==> config.mk <==
export PLATFORM = sky130hd
export DESIGN_NAME = uart_cmd_decoder_flat
export DESIGN_NICKNAME = d
export VERILOG_FILES = /design/src/rtl/uart_cmd_decoder_if.sv /design/src/rtl/uart_cmd_decoder.sv /design/src/flat_wrapper.sv
export SDC_FILE = /design/constraint.sdc
export NUM_CORES = 1
export LEC_CHECK = 0
export ABC_AREA = 0
export CAP_MARGIN = 5
export CORE_ASPECT_RATIO = 0.75
export CORE_MARGIN = 2
export CORE_UTILIZATION = 47
export DETAILED_ROUTE_END_ITERATION = 10
export PLACE_DENSITY_LB_ADDON = 0.12
export RECOVER_POWER = 50
export SLEW_MARGIN = 30
export SYNTH_ARGS = -nofsm -noshare
export SYNTH_HDL_FRONTEND = slang
export SYNTH_SLANG_ARGS = --single-unit
==> constraint.sdc <==
create_clock -name clk -period 12.2 [get_ports clk]
set_clock_uncertainty 0.15 [all_clocks]
set_input_delay 1.22 -clock clk [delete_from_list [all_inputs] [get_ports clk]]
set_output_delay 1.22 -clock clk [all_outputs]
set_load 0.02 [all_outputs]
==> src/rtl/uart_cmd_decoder_if.sv <==
// uart_cmd_decoder_if
//   Bundles the byte-stream input and the decoded outputs of uart_cmd_decoder.
//   master : byte source / consumer of decoded state (top level, bench)
//   slave  : the decoder itself
//   Signals:
//     rx_data[7:0]     received byte, meaningful only while rx_valid=1
//     rx_valid         single-cycle strobe per received byte
//     cat_status[7:0]  cat mask, 1 = alive
//     key_out          last committed key, first received byte in the MSBs
//     key_valid        one-cycle pulse when key_out changes
//     cmd_ok           one-cycle pulse per committed frame
//     cmd_error        one-cycle pulse per rejected frame
//     err_code[1:0]    cause of the last error (1 cmd, 2 arg, 3 term/timeout)
//     busy             decoder is inside a frame
interface uart_cmd_decoder_if #(
    parameter int KEY_BYTES = 16
);
    logic [7:0]             rx_data;
    logic                   rx_valid;
    logic [7:0]             cat_status;
    logic [8*KEY_BYTES-1:0] key_out;
    logic                   key_valid;
    logic                   cmd_ok;
    logic                   cmd_error;
    logic [1:0]             err_code;
    logic                   busy;

    modport master (
        output rx_data, rx_valid,
        input  cat_status, key_out, key_valid, cmd_ok, cmd_error, err_code, busy
    );

    modport slave (
        input  rx_data, rx_valid,
        output cat_status, key_out, key_valid, cmd_ok, cmd_error, err_code, busy
    );
endinterface

==> src/rtl/uart_cmd_decoder.sv <==
// uart_cmd_decoder
//   Parses framed commands <cmd><payload><cmd> from the UART byte stream.
//     'A' <arg> 'A' : arg 0x41+n clears cat_status[n], arg 0x60 restores all cats
//     'B' <KEY_BYTES bytes> 'B' : commits a new key_out
//   A frame left idle for TIMEOUT_CYCLES clocks between bytes is dropped.
//   Ports:
//     clk    system clock
//     reset  asynchronous, active-high reset
//     bus    uart_cmd_decoder_if.slave (byte input, decoded outputs)
module uart_cmd_decoder #(
    parameter int TIMEOUT_CYCLES = 5_167_000,
    parameter int KEY_BYTES      = 16
) (
    input  logic                clk,
    input  logic                reset,
    uart_cmd_decoder_if.slave   bus
);
    localparam int KW = 8 * KEY_BYTES;
    localparam int CW = (TIMEOUT_CYCLES > 2) ? $clog2(TIMEOUT_CYCLES) : 1;
    localparam int IW = $clog2(KEY_BYTES + 1);

    localparam logic [CW-1:0] CNT_LAST = CW'(TIMEOUT_CYCLES - 1);
    localparam logic [IW-1:0] IDX_LAST = IW'(KEY_BYTES - 1);

    localparam logic [7:0] CH_A  = 8'h41;
    localparam logic [7:0] CH_B  = 8'h42;
    localparam logic [7:0] CH_H  = 8'h48;
    localparam logic [7:0] CH_BQ = 8'h60;
    localparam logic [7:0] CH_LF = 8'h0A;
    localparam logic [7:0] CH_CR = 8'h0D;

    typedef enum logic [1:0] {S_IDLE, S_ARG, S_KEY, S_END} state_e;

    state_e          state_q, state_d;
    logic [7:0]      cmd_q, cmd_d;
    logic [7:0]      arg_q, arg_d;
    logic [IW-1:0]   idx_q, idx_d;
    logic [KW-1:0]   stage_q, stage_d;
    logic [CW-1:0]   cnt_q, cnt_d;
    logic [7:0]      cat_q, cat_d;
    logic [KW-1:0]   key_q, key_d;
    logic            kv_q, kv_d;
    logic            ok_q, ok_d;
    logic            err_q, err_d;
    logic [1:0]      code_q, code_d;

    logic            timeout;
    logic            arg_ok;
    logic [2:0]      cat_bit;

    // A byte arriving in the expiry cycle wins over the timeout.
    assign timeout = (state_q != S_IDLE) && !bus.rx_valid && (cnt_q == CNT_LAST);
    assign arg_ok  = ((bus.rx_data >= CH_A) && (bus.rx_data <= CH_H)) || (bus.rx_data == CH_BQ);
    // 0x41..0x48 have low bits 1..7,0 so subtracting one maps them onto 0..7.
    assign cat_bit = arg_q[2:0] - 3'd1;

    // State register and all registered outputs
    always_ff @(posedge clk or posedge reset) begin
        if (reset) begin
            state_q <= S_IDLE;
            cmd_q   <= '0;
            arg_q   <= '0;
            idx_q   <= '0;
            stage_q <= '0;
            cnt_q   <= '0;
            cat_q   <= 8'hFF;
            key_q   <= '0;
            kv_q    <= 1'b0;
            ok_q    <= 1'b0;
            err_q   <= 1'b0;
            code_q  <= 2'd0;
        end else begin
            state_q <= state_d;
            cmd_q   <= cmd_d;
            arg_q   <= arg_d;
            idx_q   <= idx_d;
            stage_q <= stage_d;
            cnt_q   <= cnt_d;
            cat_q   <= cat_d;
            key_q   <= key_d;
            kv_q    <= kv_d;
            ok_q    <= ok_d;
            err_q   <= err_d;
            code_q  <= code_d;
        end
    end

    // Next-state logic
    always_comb begin
        state_d = state_q;
        if (timeout) begin
            state_d = S_IDLE;
        end else if (bus.rx_valid) begin
            unique case (state_q)
                S_IDLE: begin
                    if (bus.rx_data == CH_A)      state_d = S_ARG;
                    else if (bus.rx_data == CH_B) state_d = S_KEY;
                end
                S_ARG:  state_d = arg_ok ? S_END : S_IDLE;
                S_KEY:  if (idx_q == IDX_LAST) state_d = S_END;
                S_END:  state_d = S_IDLE;
                default: state_d = S_IDLE;
            endcase
        end
    end

    // Datapath / output next values
    always_comb begin
        cmd_d   = cmd_q;
        arg_d   = arg_q;
        idx_d   = idx_q;
        stage_d = stage_q;
        cat_d   = cat_q;
        key_d   = key_q;
        kv_d    = 1'b0;
        ok_d    = 1'b0;
        err_d   = 1'b0;
        code_d  = code_q;
        cnt_d   = (bus.rx_valid || (state_q == S_IDLE)) ? '0 : cnt_q + 1'b1;

        if (timeout) begin
            err_d   = 1'b1;
            code_d  = 2'd3;
            idx_d   = '0;
            stage_d = '0;
        end else if (bus.rx_valid) begin
            unique case (state_q)
                S_IDLE: begin
                    if (bus.rx_data == CH_A) begin
                        cmd_d = bus.rx_data;
                    end else if (bus.rx_data == CH_B) begin
                        cmd_d   = bus.rx_data;
                        idx_d   = '0;
                        stage_d = '0;
                    end else if ((bus.rx_data != CH_LF) && (bus.rx_data != CH_CR)) begin
                        err_d  = 1'b1;
                        code_d = 2'd1;
                    end
                end
                S_ARG: begin
                    if (arg_ok) begin
                        arg_d = bus.rx_data;
                    end else begin
                        err_d  = 1'b1;
                        code_d = 2'd2;
                    end
                end
                S_KEY: begin
                    // Shift in from the LSB end: first byte ends up in the MSBs.
                    stage_d = (stage_q << 8) | KW'(bus.rx_data);
                    idx_d   = idx_q + 1'b1;
                end
                S_END: begin
                    if (bus.rx_data == cmd_q) begin
                        ok_d = 1'b1;
                        if (cmd_q == CH_A) begin
                            if (arg_q == CH_BQ) cat_d = 8'hFF;
                            else                cat_d[cat_bit] = 1'b0;
                        end else begin
                            key_d = stage_q;
                            kv_d  = 1'b1;
                        end
                    end else begin
                        err_d  = 1'b1;
                        code_d = 2'd3;
                    end
                    idx_d   = '0;
                    stage_d = '0;
                end
                default: ;
            endcase
        end
    end

    // Output assignments (all driven from registers)
    assign bus.cat_status = cat_q;
    assign bus.key_out    = key_q;
    assign bus.key_valid  = kv_q;
    assign bus.cmd_ok     = ok_q;
    assign bus.cmd_error  = err_q;
    assign bus.err_code   = code_q;
    assign bus.busy       = (state_q != S_IDLE);
endmodule

==> src/flat_wrapper.sv <==
// flat-port wrapper written by rule: the top's interface ports become plain ports
module uart_cmd_decoder_flat 
#(
    parameter int TIMEOUT_CYCLES = 5_167_000,
    parameter int KEY_BYTES      = 16
)
  (clk, reset, bus_rx_data, bus_rx_valid, bus_cat_status, bus_key_out, bus_key_valid, bus_cmd_ok, bus_cmd_error, bus_err_code, bus_busy);
  uart_cmd_decoder_if #(.KEY_BYTES(KEY_BYTES)) bus_i ();
  input  logic clk;
  input  logic reset;
  input wire logic [$bits(bus_i.rx_data)-1:0] bus_rx_data;
  input wire logic [$bits(bus_i.rx_valid)-1:0] bus_rx_valid;
  output wire logic [$bits(bus_i.cat_status)-1:0] bus_cat_status;
  output wire logic [$bits(bus_i.key_out)-1:0] bus_key_out;
  output wire logic [$bits(bus_i.key_valid)-1:0] bus_key_valid;
  output wire logic [$bits(bus_i.cmd_ok)-1:0] bus_cmd_ok;
  output wire logic [$bits(bus_i.cmd_error)-1:0] bus_cmd_error;
  output wire logic [$bits(bus_i.err_code)-1:0] bus_err_code;
  output wire logic [$bits(bus_i.busy)-1:0] bus_busy;
  assign bus_i.rx_data = bus_rx_data;
  assign bus_i.rx_valid = bus_rx_valid;
  assign bus_cat_status = bus_i.cat_status;
  assign bus_key_out = bus_i.key_out;
  assign bus_key_valid = bus_i.key_valid;
  assign bus_cmd_ok = bus_i.cmd_ok;
  assign bus_cmd_error = bus_i.cmd_error;
  assign bus_err_code = bus_i.err_code;
  assign bus_busy = bus_i.busy;
  uart_cmd_decoder #(.TIMEOUT_CYCLES(TIMEOUT_CYCLES), .KEY_BYTES(KEY_BYTES)) u_core (.clk(clk), .reset(reset), .bus(bus_i));
endmodule
== Word level (Yosys, flattened, before mapping) ==
Index checks and enable logic that the tools add are counted.
Word-level totals
  register bits: 315
  output and inout bits: 142
  input bits: 11
Operators by class
  $lt $le $gt $ge: 4
  bitwise gates (word level): 5
  equal/unequal tests: 21
  mux-type cells: 48
  add/subtract/negate cells: 3
  reduce and logical (&&, ||, !) cells: 21
Operators with widths (number)
  $mux W128: 4
  $pmux W128 S3: 1
  $or A128 B8 Y128: 1
  $eq A8 B7 Y1 const B: 5
  $mux W2: 13
  $mux W8: 3
  $add A23 B1 Y23 const B: 1
  $eq A23 B23 Y1 const B: 1
  $mux W23: 1
  $mux W5: 4
  $mux W1: 17
  $ne A8 B4 Y1 const B: 2
  $ne A3 B2 Y1 const B: 5
  $pmux W5 S3: 1
  $reduce_and A4 Y1: 3
  $reduce_and A5 Y1: 2
  $and A8 B8 Y8: 1
  $eq A8 B8 Y1: 1
  $ge A8 B7 Y1 const B: 1
  $le A8 B7 Y1 const B: 1
  $not A8 Y8: 1
  $pmux W2 S4: 1
  $reduce_bool A4 Y1: 2
  $reduce_and A7 Y1: 1
  other kinds (19): 29

== Depth between registers and ports, before layout ==
Gate-level depths: netlist of the first run.
  depth after elaboration: 8
  gate-level depth with buffers: 9
  depth with buffers taken out: 7

== Worst setup path before layout of the first run ==
OpenSTA, ideal clock, no wires.
  path kind: input to register
  from: input port bus_rx_data[1]
  to: register u_core.key_q[100], in the netlist u_core.bus.key_out[100]
  setup slack: 9.002 ns
  data arrival time: 2.923 ns
  library setup time: 0.125 ns
  stages on the path: 8
  cells stage by stage: clkbuf_1 -> xor2_1 -> nor3_2 -> nand3_1 -> or3_4 -> buf_6 -> buf_6 -> mux2_4
On the way
  cells in the longest elaborated chain, start to end: 2
RTL lines
  start, declared: RTL line flat_wrapper.sv:11  | input wire logic [$bits(bus_i.rx_data)-1:0] bus_rx_data;
  $eq A8 B8 Y1: RTL line uart_cmd_decoder.sv:154  | if (bus.rx_data == cmd_q) begin
  $reduce_and A5 Y1 (no line)
  end signal, assigned: RTL line uart_cmd_decoder.sv:80  | key_q <= key_d;
  end, declared: RTL line uart_cmd_decoder.sv:41  | logic [KW-1:0] key_q, key_d;
Every way passes these cells.
A chain may end at the register's enable or synchronous reset.

==> impl_metrics.py, run 1 <==
metrics = {
    "final_layout": {
        "fill_cells": 2164,
        "drive_gt1_share_pct": 20.1,
        "design_area_um2": 15500,
        "area_growth_pct": 21.3,
        "diodes": 0,
        "fin_nets": 1041,
    },
    "logic_synthesis": {
        "syn_inst": 889,
        "synth.most_common_cell": "dfrtp_1",
        "synthXorXnorAreaFrac_pct": 1.99,
        "synthTopCellsByCount": "307 x dfrtp_1, 109 x mux2_4, 108 x a22o_1",
        "synth_simple_gate_area_share_pct": 6.52,
        "ys_ff_latch": 315,
        "synthTopCellsByArea": "dfrtp_1 60%, mux2_4 13%, a22o_1 7.4%, mux2_2 2.4%, mux2i_1 1.7%",
        "async_flop_share_pct": 100,
        "post-synth-top-area-fraction_pct": 60.1,
        "synth_area_um2": 12800,
        "synth_cell_types": 49,
        "synthMuxAreaShare_pct": 16.9,
        "syn_avg_cell_area_um2": 14.4,
        "synth_flop_cell": "dfrtp_1",
        "synth_compound_gate_area_share_pct": 8.97,
        "yosysSeqAreaShare_pct": 61.8,
        "synth_fa_ha_area_share_pct": 0.392,
        "synth_edf_count": 0,
        "yosysWarnings": 0,
        "syn_nets": 904,
        "synth_top_family_by_area": "multiplexers",
        "synth_largest_area_cell": "dfrtp_1",
    },
    "clocking": {
        "postCtsSetupBuffers": 0,
        "postCtsHoldBufs": 0,
        "clock_sinks": 315,
        "ctsResizeCount": 0,
        "clk_transition_reported_paths_ns": 0.06,
        "clk_path_buf_depth": 3,
        "cts_buffers": 31,
        "clock_latency_ns": 0.55,
        "cts_tree": "built",
        "htreeDepth": 1,
        "cts-root-buf": "clkbuf_16",
    },
    "power_and_ir_drop": {
        "pwr-share-seq_pct": 52.7,
        "vdd.ir_drop.worst_mv": 0.106,
        "power_frac_comb_pct": 6.0,
        "p_clk_share_pct": 41.3,
        "p_int_mw": 1.72,
        "power_density_nw_per_um2": 146,
        "p_leak_nw": 7.97,
        "power.switching_mw": 0.539,
        "switching_share_pct": 23.8,
    },
    "timing": {
        "setup_viol_count_final": 0,
        "finalMaxSlewViolations": 153,
        "fin_crit_sh_pct": 50.6,
        "rsz0062_at_grt": "no",
        "max-slew-margin-rel_pct": -334,
        "worst_pin_slew_ns": 6.47,
        "fin_setup_tns_ns": 0,
        "max_freq_mhz": 162,
        "hold_viol": 0,
        "period_minus_slack_ns": 6.18,
    },
    "run": {
        "drv_cap": 1,
    },
    "floorplanning": {
        "dieArea_um2": 28500,
        "die_y_um": 147,
        "fp.coreArea_um2": 26900,
        "rows": 52,
        "die_x_um": 194,
        "start_util_pct": 47.6,
        "ioPinCount": 153,
    },
    "routing": {
        "vias": 7406,
        "drt-pass1-iter-count": 8,
        "wirelength_um": 25800,
        "avgRoutedWirePerCell_um": 18.4,
        "ant_nets": 0,
        "drt_iter0_markers": 561,
        "drc": 9,
        "vias_per_cell": 5.29,
    },
    "setup_path": {
        "cp_num_buf_inv": 2,
        "crit_fanout": 152,
        "end_kind": "asynchronous set/reset pin",
        "path_delay_family": "buffers and inverters",
        "r2r_slack_ns": 8.31,
        "arrival_ns": 5.48,
        "path_cells": "dlygate4sd3_1 > clkinvlp_2",
        "max_stage_delay_ns": 3.58,
        "crit_path_start_kind": "primary input",
        "reg2reg_from": "u_core.state_q[1]",
        "required_ns": 11.50,
        "crit_type": "in2async",
        "r2r-end": "u_core.stage_q[17]",
        "r2r.worst_path.cells": 7,
        "slowest_stage": "clkinvlp_2",
    },
    "global_route": {
        "overflow": 0,
        "grt_usage_pct": 18.2,
        "grt_pass1_vias": 7439,
        "grt_pass1_wl_um": 42300,
        "antenna_found_initial": 0,
        "grt_max_degree": 165,
    },
    "hold_path": {
        "hold_depth": 1,
        "hold_path_class": "reg2reg",
        "min-delay-start": "u_core.cnt_q[0]",
        "hold_end": "u_core.cnt_q[0]",
    },
    "placed_design": {
        "io_buffer_count": 152,
        "postPlaceCellArea_um2": 14500,
        "dpl.hpwl_um": 15900,
        "gp_congestion": 0.740,
    },
    "status": {
        "violations": "design-rule violations, max-capacitance violations, max-slew violations",
        "outcome": "complete, but fails checks",
    },
}
[cells in the final DEF, fill, tap and decap left out, drive strengths merged, types with 6 or more instances in the layout]
master,count
nand2,44
dfstp,8
nand2b,6
dlygate4sd3,101
inv,32
and3,8
and2,9
nand3,16
clkinv,8
o21ai,13
dfrtp,307
clkbuf,43
a22o,108
mux2i,22
or3,6
xor2,15
mux2,136
nor3,13
xnor2,14
buf,6
nand4,8
clkdlybuf4s50,51
nor2,30
[power by group through the flow]
stage | Sequential [mW] | Clock [mW] | Combinational (mW)
after CTS | 1.19 | 0.957 | 0.141
after detailed placement | 1.21 | 0 | 0.140
final | 1.19 | 0.933 | 0.136
after global routing | 1.20 | 1.00 | 0.156
after floorplan | 1.18 | 0 | 0.114
after global placement | 1.21 | 0 | 0.136
[worst max-delay path by stage]
stage	from	endpoint	slack (ns)	depth (start not counted)
after global routing	reset	u_core.bus.key_out[80]	4.97	2
after floorplan	reset	u_core.arg_q[0]	2.13	1
after detailed placement	bus_rx_valid	u_core.stage_q[17]	7.09	7
after global placement	bus_rx_valid	u_core.idx_q[0]	7.19	7
after CTS	bus_rx_valid	u_core.stage_q[17]	7.65	7
final	reset	u_core.bus.key_out[94]	6.02	2
[registers in the layout (all words and copies together) (netlist names)]
signal,count
u_core.arg_q,8
u_core.bus.cat_status,8
u_core.bus.cmd_error,1
u_core.bus.cmd_ok,1
u_core.bus.err_code,2
u_core.bus.key_out,128
u_core.bus.key_valid,1
u_core.cmd_q,8
u_core.cnt_q,23
u_core.idx_q,5
u_core.stage_q,128
u_core.state_q,2
[cell type report]
class	count	area [µm²]	share of cell area, %
Sequential cell	315	7890	50.9
Multi-Input combinational cell	488	4450	28.7
Timing Repair Buffer	158	1590	10.2
Clock buffer	43	911	5.88
Tap cell	351	439	2.83
Inverter	32	121	0.783
Clock inverter	13	101	0.654
[cells by family (layout without fill, tap and decap cells)]
logic type	count (synthesis)	count (layout)
DFF	315	315
and+or+nand+nor	159	159
muxes	158	158
AOI/OAI and AO/OA	138	138
buffers and inverters	86	246
xor gates and xnor gates	29	29
adders and majority gates	4	4
[routing by layer]
layer	vias to the layer above	global-route usage [%]	wire length [µm]
li1	3461	-	-
met1	3794	29.5	13500
met2	125	26.0	11000
met3	26	2.92	899
met4	0	3.58	303
met5	-	0	0
[metrics by stage]
step | hold slack, ns | utilization [%] | instances | total power, mW | worst slack [ns]
floorplan | 0.275 | - | 889 | 1.29 | 2.13
global placement | 0.293 | 54.0 | 1344 | 1.35 | 7.19
detailed placement | 0.294 | 54.0 | 1344 | 1.35 | 7.09
CTS | 0.302 | 57.8 | 1400 | 2.29 | 7.65
global route | 0.340 | 57.7 | 1400 | 2.36 | 4.97
finish | 0.298 | 57.7 | 1400 | 2.26 | 6.02
Note: power is estimated with default switching activity, not from simulation.
==> run 2: changes to the inputs <==
==> constraint.sdc (replaced) <==
create_clock -name clk -period 5.4 [get_ports clk]
set_clock_uncertainty 0.15 [all_clocks]
set_input_delay 0.54 -clock clk [delete_from_list [all_inputs] [get_ports clk]]
set_output_delay 0.54 -clock clk [all_outputs]
set_load 0.02 [all_outputs]
==> impl_metrics.py, run 2 (synthesis results as in run 1) <==
metrics = {
    "routing": {
        "drt-pass1-iter-count": 10,
        "drc": 9,
        "vias": 7425,
        "avgRoutedWirePerCell_um": 18.2,
        "vias_per_cell": 5.30,
        "wirelength_um": 25400,
        "ant_nets": 0,
        "drt_iter0_markers": 455,
    },
    "final_layout": {
        "diodes": 0,
        "area_growth_pct": 21.2,
        "fin_nets": 1043,
        "layout_commonest_cell": "dfrtp_1",
        "ff_latch_area_um2": 7890,
        "multi_input_area_um2": 4460,
        "drive_gt1_share_pct": 19.9,
        "design_area_um2": 15500,
        "fin_cells": 1402,
        "fill_cells": 2225,
        "final_cell_mix": "307 x dfrtp_1, 109 x mux2_4, 108 x a22o_1, 108 x clkdlybuf4s50_1",
    },
    "setup_path": {
        "crit_fanout": 122,
        "end_kind": "asynchronous set/reset pin",
        "slowest_stage": "clkbuf_2",
        "required_ns": 5.26,
        "max_stage_delay_ns": 2.04,
        "arrival_ns": 3.41,
        "crit_type": "in2async",
        "path_cells": "dlygate4sd3_1 > clkinvlp_2 > clkbuf_2",
        "crit_path_start_kind": "primary input",
    },
    "placed_design": {
        "gp_congestion": 0.797,
        "postPlaceCellArea_um2": 14500,
        "dp_cells": 1346,
        "dpl.hpwl_um": 16100,
        "io_buffer_count": 152,
    },
    "timing": {
        "finalMaxSlewViolations": 160,
        "max-slew-margin-rel_pct": -95.3,
        "fin_setup_tns_ns": 0,
        "hold_viol": 0,
        "worst_pin_slew_ns": 2.93,
        "fin_crit_sh_pct": 65.6,
        "rsz0062_at_grt": "no",
        "max_freq_mhz": 282,
        "setup_viol_count_final": 0,
        "period_minus_slack_ns": 3.54,
    },
    "power_and_ir_drop": {
        "power_density_nw_per_um2": 323,
        "power_frac_comb_pct": 6.2,
        "p_int_mw": 3.79,
        "pwr-share-seq_pct": 53.9,
        "power.switching_mw": 1.21,
        "vdd.ir_drop.worst_mv": 0.225,
        "p_clk_share_pct": 39.9,
        "p_leak_nw": 7.77,
        "switching_share_pct": 24.1,
    },
    "clocking": {
        "clk_transition_reported_paths_ns": 0.06,
        "cts_tree": "built",
        "clock_sinks": 315,
        "htreeDepth": 1,
        "clock_latency_ns": 0.55,
        "clk_path_buf_depth": 3,
        "ctsResizeCount": 0,
        "cts_buffers": 30,
        "cts-root-buf": "clkbuf_16",
        "postCtsHoldBufs": 0,
        "postCtsSetupBuffers": 0,
    },
    "global_route": {
        "grt_max_degree": 158,
        "overflow": 0,
        "grt_usage_pct": 18.0,
        "grt_pass1_vias": 7314,
        "grt_pass1_wl_um": 41700,
        "antenna_found_initial": 0,
    },
    "floorplanning": {
        "rows": 52,
        "start_util_pct": 47.6,
        "dieArea_um2": 28500,
        "die_x_um": 194,
        "ioPinCount": 153,
        "fp.coreArea_um2": 26900,
        "die_y_um": 147,
    },
    "status": {
        "violations": "design-rule violations, max-capacitance violations, max-slew violations",
        "outcome": "complete, but fails checks",
    },
    "hold_path": {
        "hold_path_class": "reg2reg",
    },
    "run": {
        "drv_cap": 2,
    },
}
run 2: changes by cell type in the layout (fill, tap and decap cells not counted), moves of 2 or more:
cell	change
buf_6	-2
clkbuf_1	+6
clkbuf_8	-2
clkdlybuf4s50_1	+57
clkinvlp_4	-2
dlygate4sd3_1	-57
run 2: metrics by stage:
step | utilization [%] | hold WS, ns | total power, mW | worst slack (ns)
after floorplan | - | 0.275 | 2.92 | 0.520
after global placement | 54.1 | 0.293 | 3.05 | 1.61
after detailed placement | 54.1 | 0.305 | 3.06 | 1.51
after CTS | 57.6 | 0.317 | 5.07 | 2.02
after global routing | 57.6 | 0.348 | 5.22 | 1.16
final | 57.6 | 0.312 | 5.00 | 1.86
run 2: metal layers:
metal  up-vias  routed length [µm]  part of all wire [%]  track usage (%)
met1      3786               13300                    52             29.1
met5         -                   0                     0                0
met4         0                 413                   1.6             3.65
li1       3464                   -                     -                -
met2       136               10800                    42             25.5
met3        39                 960                   3.8             2.85
run 2: worst paths after layout:
| check | end | slack (ns) | from | cells past startpoint |
|---|---|---|---|---|
| max | u_core.stage_q[1] | 1.86 | reset | 3 |
| min | u_core.cnt_q[0] | 0.31 | u_core.cnt_q[0] | 1 |
| max reg2reg | u_core.stage_q[99] | 2.04 | u_core.state_q[1] | 6 |
| min reg2reg | u_core.cnt_q[0] | 0.31 | u_core.cnt_q[0] | 1 |
| max in group clk | u_core.stage_q[99] | 2.04 | u_core.state_q[1] | 6 |
| min in group asynchronous | u_core.bus.key_out[57] | 0.56 | reset | 3 |
run 2: power groups by stage:
stage / Sequential, mW / Clock (mW) / Combinational [mW]
finish: 2.69 / 1.99 / 0.312
global placement: 2.73 / 0 / 0.312
floorplan: 2.67 / 0 / 0.258
global route: 2.71 / 2.15 / 0.359
detailed placement: 2.74 / 0 / 0.320
CTS: 2.69 / 2.05 / 0.321
run 2: final cells by class:
type,count,area share (%)
multi-input cells,488,28.8
clock inverters,10,0.412
clock buffers,45,5.66
flip-flops and latches,315,51.0
repair buffers,161,10.5
inverters,32,0.784
well taps,351,2.84
run 2: worst max-delay path, delay by kind of cell:
kind                   cells  cell delay (ns)
buffers and inverters      3             2.74
==> run 3: changes to the inputs <==
==> constraint.sdc (replaced) <==
create_clock -name clk -period 3.3 [get_ports clk]
set_clock_uncertainty 0.15 [all_clocks]
set_input_delay 0.33 -clock clk [delete_from_list [all_inputs] [get_ports clk]]
set_output_delay 0.33 -clock clk [all_outputs]
set_load 0.02 [all_outputs]
==> impl_metrics.py, run 3 (synthesis results as in run 1) <==
metrics = {
    "clocking": {
        "postCtsSetupBuffers": 0,
        "clk_path_buf_depth": 3,
        "clock_sinks": 315,
        "clock_latency_ns": 0.55,
        "htreeDepth": 1,
        "ctsResizeCount": 0,
        "cts_tree": "built",
        "postCtsHoldBufs": 0,
        "cts-root-buf": "clkbuf_16",
        "clk_transition_reported_paths_ns": 0.06,
        "cts_buffers": 31,
    },
    "routing": {
        "ant_nets": 0,
        "drt_iter0_markers": 566,
        "drc": 9,
        "vias_per_cell": 5.30,
        "avgRoutedWirePerCell_um": 18.5,
        "vias": 7536,
        "drt-pass1-iter-count": 10,
        "wirelength_um": 26300,
    },
    "placed_design": {
        "gp_congestion": 0.819,
        "io_buffer_count": 152,
        "dp_cells": 1364,
        "postPlaceCellArea_um2": 14800,
        "dpl.hpwl_um": 17300,
    },
    "power_and_ir_drop": {
        "power_density_nw_per_um2": 537,
        "vdd.ir_drop.worst_mv": 0.351,
        "p_leak_nw": 7.90,
        "power_mw": 8.44,
    },
    "final_layout": {
        "final_cell_mix": "307 x dfrtp_1, 109 x mux2_4, 109 x clkdlybuf4s50_1",
        "diodes": 0,
        "fin_cells": 1422,
        "design_area_um2": 15700,
        "fill_cells": 2178,
        "layout_commonest_cell": "dfrtp_1",
        "final_util_pct": 58.5,
        "fin_nets": 1061,
        "drive_gt1_share_pct": 21.4,
        "area_growth_pct": 23.1,
    },
    "status": {
        "violations": "design-rule violations, max-capacitance violations",
        "outcome": "complete, but fails checks",
    },
    "global_route": {
        "grt_pass1_wl_um": 43200,
        "grt_max_degree": 81,
        "grt_usage_pct": 18.7,
        "grt_pass1_vias": 7593,
        "overflow": 0,
        "antenna_found_initial": 0,
    },
    "hold_path": {
        "hold_path_class": "in2reg",
    },
    "floorplanning": {
        "die_y_um": 147,
        "die_x_um": 194,
        "rows": 52,
        "ioPinCount": 153,
        "fp.coreArea_um2": 26900,
        "dieArea_um2": 28500,
        "start_util_pct": 47.6,
    },
    "timing": {
        "setup_viol_count_final": 0,
        "max_freq_mhz": 374,
        "period_minus_slack_ns": 2.67,
        "fin_crit_sh_pct": 81.0,
        "hold_viol": 0,
        "finalMaxSlewViolations": 0,
        "rsz0062_at_grt": "no",
        "max-slew-margin-rel_pct": 0.989,
        "hold_slack_ns": 0.307,
        "worst_pin_slew_ns": 1.48,
    },
    "setup_path": {
        "crit_path_start_kind": "flop",
        "required_ns": 3.59,
        "path_delay_family": "simple AND/OR/NAND/NOR gates",
        "crit_type": "reg2reg",
        "arrival_ns": 2.97,
        "crit_fanout": 48,
        "end_kind": "flop",
        "slowest_stage": "nor3_4",
        "max_stage_delay_ns": 0.37,
        "path_cells": "ha_1 > nor4bb_1 > nand4_1 > nor3_4 > o32ai_4 > buf_4 > a22o_1",
        "cp_num_buf_inv": 1,
    },
    "run": {
        "drv_cap": 1,
    },
}
run 3: tightest hold or removal path, delay by kind of cell:
| kind | cells | cell delay (ns) |
|---|---|---|
| multiplexers | 1 | 0.06 |
| AND/OR/NAND/NOR | 1 | 0.09 |
| buffers and inverters | 1 | 0.48 |
run 3: cell type report:
cell class / instances / area (µm²) / share of cell area, %
Multi-Input combinational cell: 488 / 4460 / 28.4
Inverter: 32 / 121 / 0.772
Tap cell: 351 / 439 / 2.79
Clock inverter: 16 / 124 / 0.788
Timing Repair Buffer: 178 / 1770 / 11.2
Clock buffer: 42 / 917 / 5.83
Sequential cell: 315 / 7890 / 50.2
run 3: worst paths after layout:
path	startpoint	endpoint	slack, ns	depth (start not counted)
min in group asynchronous	reset	u_core.bus.key_out[50]	0.42	2
worst max-delay path	u_core.cnt_q[0]	u_core.stage_q[109]	0.63	7
worst min-delay path	bus_rx_data[4]	u_core.stage_q[4]	0.31	3
worst min register to register	u_core.cnt_q[0]	u_core.cnt_q[0]	0.31	1
max in group asynchronous	reset	u_core.arg_q[0]	0.89	3
worst max register to register	u_core.cnt_q[0]	u_core.stage_q[109]	0.63	7
run 3: per-layer routing:
layer  vias to the layer above  routed length, µm  GRT usage [%]  part of all wire (%)
met1                      3852              13500           29.8                    51
met3                        35               1020           3.08                   3.9
met4                         0                406           4.00                   1.5
met5                         -                  0              0                     0
met2                       150              11400           27.0                    43
li1                       3499                  -              -                     -
run 3: through the flow:
stage               setup WS (ns)  setup TNS [ns]
finish                      0.626               0
global placement            0.401               0
global route                0.455               0
detailed placement          0.355               0
floorplan                   -1.37         -422.61
CTS                         0.562               0
run 3: power breakdown:
group / switching [mW] / internal [mW] / leakage, nW
clock network: 1.48 / 2.03 / 0.518
registers: 0.281 / 4.13 / 4.32
logic: 0.273 / 0.253 / 3.06
